### src/rtl/ca_engine.sv
// ca_engine: 1-D elementary (radius-1, 2-state) cellular automaton engine.
//
// Evolves a WIDTH-cell row under an 8-bit Wolfram rule. The boundary is
// either a periodic ring (wrap=1) or a null boundary whose edge neighbours
// read boundary_val (wrap=0). Supports single-step and multi-generation runs
// with generation counting and a one-cycle done pulse.
//
// Optional feature macro: CA_ENGINE_FIXPOINT_EN
//   When defined, a run ends early as soon as a computed generation equals
//   the current row. That final update is still applied and counted, and the
//   sticky fixpoint flag is set. When undefined, no comparator is built and
//   fixpoint is tied low.
//
// Ports:
//   clk, rst      clock (rising edge), asynchronous active-high reset
//   rule          Wolfram rule, sampled at every generation update
//   wrap          1: periodic ring, 0: null boundary
//   boundary_val  edge neighbour value when wrap=0
//   state         seed row, loaded on load
//   load          load seed and abort any run (highest priority)
//   step          compute one generation (IDLE only)
//   start         run gen_limit generations (IDLE only)
//   stop          abort a run without a done pulse
//   gen_limit     generations per run, latched at start
//   out           current row
//   gen_count     generations since last load (wraps)
//   out_valid     one-cycle pulse: out holds a newly computed generation
//   busy          high while running
//   done          one-cycle pulse: run finished
//   fixpoint      sticky: last run ended on a fixed point
//
// FSM states:
//   state | meaning
//   IDLE  | waiting; accepts load / start / step
//   RUN   | one generation per clock until remaining hits zero
//   DONE  | single cycle presenting the done pulse, then IDLE

module ca_engine #(
  parameter int WIDTH = 32,
  parameter int GEN_W = 16
) (
  input  logic             clk,
  input  logic             rst,
  input  logic [7:0]       rule,
  input  logic             wrap,
  input  logic             boundary_val,
  input  logic [WIDTH-1:0] state,
  input  logic             load,
  input  logic             step,
  input  logic             start,
  input  logic             stop,
  input  logic [GEN_W-1:0] gen_limit,
  output logic [WIDTH-1:0] out,
  output logic [GEN_W-1:0] gen_count,
  output logic             out_valid,
  output logic             busy,
  output logic             done,
  output logic             fixpoint
);

  typedef enum logic [1:0] {
    IDLE = 2'd0,
    RUN  = 2'd1,
    DONE = 2'd2
  } fsm_t;

  fsm_t             fsm_q;
  fsm_t             fsm_d;
  logic [GEN_W-1:0] remaining;
  logic [WIDTH+1:0] ext;
  logic [WIDTH-1:0] next_row;
  logic             do_update;
  logic             do_start;
  logic             fix_hit;

  // Row padded with one neighbour on each side: ext[0] is the left
  // neighbour of cell 0, ext[WIDTH+1] the right neighbour of cell WIDTH-1.
  assign ext = {(wrap ? out[0] : boundary_val), out,
                (wrap ? out[WIDTH-1] : boundary_val)};

  always_comb begin
    next_row = '0;
    for (int i = 0; i < WIDTH; i++) begin
      next_row[i] = rule[{ext[i], ext[i+1], ext[i+2]}];
    end
  end

`ifdef CA_ENGINE_FIXPOINT_EN
  assign fix_hit = (next_row == out);
`else
  assign fix_hit = 1'b0;
`endif

  always_comb begin
    fsm_d     = fsm_q;
    do_update = 1'b0;
    do_start  = 1'b0;
    if (load) begin
      fsm_d = IDLE;
    end else begin
      case (fsm_q)
        IDLE: begin
          // stop outranks start/step even though there is nothing to abort
          if (stop) begin
            fsm_d = IDLE;
          end else if (start) begin
            do_start = 1'b1;
            fsm_d    = (gen_limit == '0) ? DONE : RUN;
          end else if (step) begin
            do_update = 1'b1;
          end
        end
        RUN: begin
          if (stop) begin
            fsm_d = IDLE;
          end else begin
            do_update = 1'b1;
            if (remaining == GEN_W'(1) || fix_hit) fsm_d = DONE;
          end
        end
        DONE:    fsm_d = IDLE;
        default: fsm_d = IDLE;
      endcase
    end
  end

  always_ff @(posedge clk or posedge rst) begin
    if (rst) begin
      fsm_q     <= IDLE;
      out       <= '0;
      gen_count <= '0;
      remaining <= '0;
      out_valid <= 1'b0;
      busy      <= 1'b0;
      done      <= 1'b0;
    end else begin
      fsm_q     <= fsm_d;
      out_valid <= do_update;
      busy      <= (fsm_d == RUN);
      done      <= (fsm_d == DONE);
      if (load) begin
        out       <= state;
        gen_count <= '0;
      end else if (do_update) begin
        out       <= next_row;
        gen_count <= gen_count + GEN_W'(1);
      end
      if (do_start) begin
        remaining <= gen_limit;
      end else if (do_update && fsm_q == RUN) begin
        remaining <= remaining - GEN_W'(1);
      end
    end
  end

`ifdef CA_ENGINE_FIXPOINT_EN
  always_ff @(posedge clk or posedge rst) begin
    if (rst) begin
      fixpoint <= 1'b0;
    end else if (load || do_start) begin
      fixpoint <= 1'b0;
    end else if (fsm_q == RUN && do_update && fix_hit) begin
      fixpoint <= 1'b1;
    end
  end
`else
  assign fixpoint = 1'b0;
`endif

endmodule

### config.mk
export PLATFORM = sky130hd
export DESIGN_NAME = ca_engine
export DESIGN_NICKNAME = d
export VERILOG_FILES = /design/src/rtl/ca_engine.sv
export SDC_FILE = /design/constraint.sdc
export NUM_CORES = 1
export LEC_CHECK = 0
export ABC_AREA = 1
export CORE_AREA = 2 2 142 144
export DETAILED_ROUTE_END_ITERATION = 7
export DIE_AREA = 0 0 144 146
export PLACE_DENSITY = 0.56
export SLEW_MARGIN = 25
export SYNTH_ARGS = -nofsm -noshare
export SYNTH_HDL_FRONTEND = slang
export SYNTH_SLANG_ARGS = --single-unit
### constraint.sdc
create_clock -name clk -period 4.7 [get_ports clk]
set_input_delay 0.47 -clock clk [delete_from_list [all_inputs] [get_ports clk]]
set_output_delay 0.47 -clock clk [all_outputs]
set_load 0.03 [all_outputs]
==> flow_metrics.py <==
metrics = {
    "power": {
        "switchingPower_uw": 834.6,
        "power.leakage_nw": 3.070,
        "p_comb_share_pct": 32.4,
        "power_density_mw_per_mm2": 309.6,
        "ir_drop_uv": 179.5,
        "p_seq_share_pct": 34.8,
        "power_mw": 2.259,
        "sw_frac_of_total_pct": 36.95,
        "internal_power_mw": 1.424,
        "power_frac_clock_pct": 32.8,
    },
    "route": {
        "dr.first_iter.drc_count": 324,
        "firstDrtPassIters": 5,
        "routed_wl_mm": 17.82,
        "drc": 0,
        "routed-via-count": 6133,
        "routed_via_density": 5.073,
        "routedWlPerCell_um": 14.74,
        "ant_nets": 0,
    },
    "placement": {
        "portBuffers": 114,
        "gp_congestion": 0.8024,
        "placedCellCount": 1193,
        "dp_hpwl_mm": 12.32,
        "place_worst_setup_slack_ns": 2.119,
    },
    "clock_network": {
        "clk_latency_ns": 0.34,
        "holdBufCountCts": 0,
        "cts_max_level": 3,
        "postCtsSetupBuffers": 0,
        "cts_tree": "yes",
        "cts_resized": 0,
        "cts_buffers": 9,
        "clkSinkCount": 69,
        "cts-root-buf": "clkbuf_16",
        "cts_buffer_depth": 2,
        "cts.reportedPaths.clkPinSlew_ns": 0.06,
    },
    "cells_and_area": {
        "final_common_cell": "nand2_1",
        "drive_above_1_share_pct": 6.356,
        "fin_nets": 1006,
        "final_cells": 1209,
        "synthToLayoutAreaGrowth_pct": 26.77,
        "diodes": 0,
        "nFillCells": 2030,
        "mostFrequentLayoutCells": "227 x nand2_1, 151 x nand3_1, 120 x o211ai_1",
    },
    "synthesis": {
        "yosysWarnings": 0,
        "synthTopCellsByArea": "dfrtp_1 30%, o211ai_1 16%, nand2_1 15%",
        "ys_seq_elements": 69,
        "synthSimpleGateAreaFrac_pct": 38.68,
        "synth_top_area_share_pct": 30.01,
        "syn_area_mm2": 0.005754,
        "netlist_instances": 857,
        "synth_compound_area_share_pct": 19.31,
        "synth_area_per_cell_um2": 6.714,
        "muxShareOfSynthArea_pct": 0,
        "syn-num-nets": 924,
        "synth-seq-area-share_pct": 30.01,
        "ys_types": 33,
        "synth_area_leader_cell": "dfrtp_1",
        "synth_xor_area_share_pct": 0.6088,
        "synth-adder-area-share_pct": 0.6523,
        "synth_top_family_by_area": "simple AND/OR/NAND/NOR gates",
    },
    "hold_path": {
        "worstHoldPathType": "reg -> reg",
        "min_from": "remaining[15]$_DFFE_PP0P_",
        "worstHoldEndpoint": "remaining[15]$_DFFE_PP0P_",
        "hold_path_depth": 2,
    },
    "critical_path": {
        "start_kind": "input pin",
        "cp_cell_sequence": "clkdlybuf4s50_1 -> nor2_1 -> o21ai_4 -> nand2_2 -> inv_2 -> nor2_1 -> nand2_1 -> o21ai_0",
        "critPathTopFamily": "buffers and inverters",
        "r2r_cells": 6,
        "critical_path_arrival_ns": 2.42,
        "critical_path.endpoint_type": "flip-flop",
        "r2r_start": "fsm_q[0]$_DFF_PP0_",
        "max_stage_delay_ns": 0.66,
        "critPathKind": "in -> reg",
        "worstPathRequired_ns": 4.93,
        "worstPathMaxFanout": 38,
        "cp_slowest_cell": "inv_2",
        "crit_buf_inv": 2,
        "rrSetupSlack_ns": 2.73,
        "crit_top_cell": "nor2_1",
        "rr_endpoint": "out[31]$_DFFE_PP0P_",
    },
    "timing": {
        "finalHoldViolations": 0,
        "max_freq_ghz": 0.4566,
        "worst_pin_slew_ns": 0.9001,
        "slew_headroom_pct": 39.85,
        "tns_ns": 0,
        "finalSetupViolCount": 0,
        "period_minus_slack_ns": 2.190,
        "fin_skew_ns": 0.008927,
        "slew_viol_final": 0,
        "fin_ws_ns": 2.510,
        "rsz0062_at_grt": "no",
        "final.period_utilization_pct": 46.60,
    },
    "global_route": {
        "antenna_found_initial": 0,
        "grt.overflow.total": 0,
        "grt_max_degree": 41,
        "grt_pass1_wl_mm": 29.21,
        "track_usage_pct": 17.15,
        "grt_pass1_vias": 5790,
    },
    "die": {
        "dieWidth_um": 144,
        "start_util_pct": 29.76,
        "ioPinCount": 116,
        "die_y_um": 146,
        "dieArea_mm2": 0.02102,
        "rows": 51,
        "coreArea_mm2": 0.01933,
    },
    "flow_run": {
        "maxCapViolations": 0,
    },
    "status": {
        "status": "complete, no violations",
    },
}
area by class of cell:
type	count	area, um^2	share of cell area (%)
clock buffers	11	232.7	3.190
clock inverters	5	75.07	1.029
inverters	90	341.6	4.683
multi-input cells	650	3413	46.79
flip-flops and latches	69	1727	23.67
well taps	265	331.6	4.545
repair buffers	119	1174	16.09
logic make-up after synthesis:
group,count (synthesis)
AO/OA/AOI/OAI,157
XOR/XNOR,4
adder cells (fa/ha/maj),3
buffers and inverters,138
flip-flops,69
other,1
AND/OR/NAND/NOR,485
metal layers:
metal / wire (um) / vias up / GRT usage [%]
met3: 930 / 19 / 3.422
met5: 0 / - / 0
met1: 8315 / 2823 / 23.49
met4: 233 / 0 / 4.608
met2: 8337 / 155 / 27.48
li1: - / 3136 / -
power by group through the flow:
stage	sequential (mW)	clock [mW]	combinational, mW
6_report	0.785	0.741	0.733
3_5_place_dp	0.794	0	0.736
5_1_grt	0.801	0.783	0.826
3_3_place_gp	0.795	0	0.733
4_1_cts	0.784	0.761	0.738
2_1_floorplan	0.810	0	0.483
through the flow:
| stage | instance area [um^2] | util (%) | hold slack (ns) |
|---|---|---|---|
| 6_report | 7295 | 37.73 | 0.5288 |
| 5_1_grt | 7295 | 37.73 | 0.5520 |
| 4_1_cts | 7293 | 37.72 | 0.5329 |
| 3_5_place_dp | 6985 | 36.13 | 0.5204 |
| 3_3_place_gp | 6985 | 36.13 | 0.5054 |
| 2_1_floorplan | 5754 | - | 0.4874 |
worst reg2reg max path, cell delays in order, from the launching register on:
cell	delay (ns)
dfrtp_1	0.44
o21ai_4	0.30
nand2_2	0.21
inv_2	0.66
nor2_1	0.08
nand2_1	0.09
o21ai_0	0.07
cells in the mapped netlist, drive strengths merged:
master  instances
nand3         164
nor3            6
nand4          19
or2             1
nor3b           1
inv            90
nand3b          1
o221ai          1
conb            1
xor2            4
nand2         241
o21bai          4
clkbuf         14
o211ai        120
dfrtp          69
o21ai          26
ha              3
nor2           52
a21oi           6
buf            34
flip-flops by register name (all words and copies together), names as in the netlist:
name       cells
remaining     16
fsm_q          2
busy           1
gen_count     16
out_valid      1
done           1
out           32
worst max-delay path by stage:
stage / start / end / slack (ns) / cells past startpoint
floorplan: rst / busy$_DFF_PP0_ / 2.49 / 1
global placement: start / out[31]$_DFFE_PP0P_ / 2.16 / 8
detailed placement: start / out[31]$_DFFE_PP0P_ / 2.12 / 8
CTS: start / out[31]$_DFFE_PP0P_ / 2.49 / 8
global route: start / out[30]$_DFFE_PP0P_ / 2.32 / 8
finish: start / out[31]$_DFFE_PP0P_ / 2.51 / 8
No activity file was read; power rests on OpenSTA's default activity.
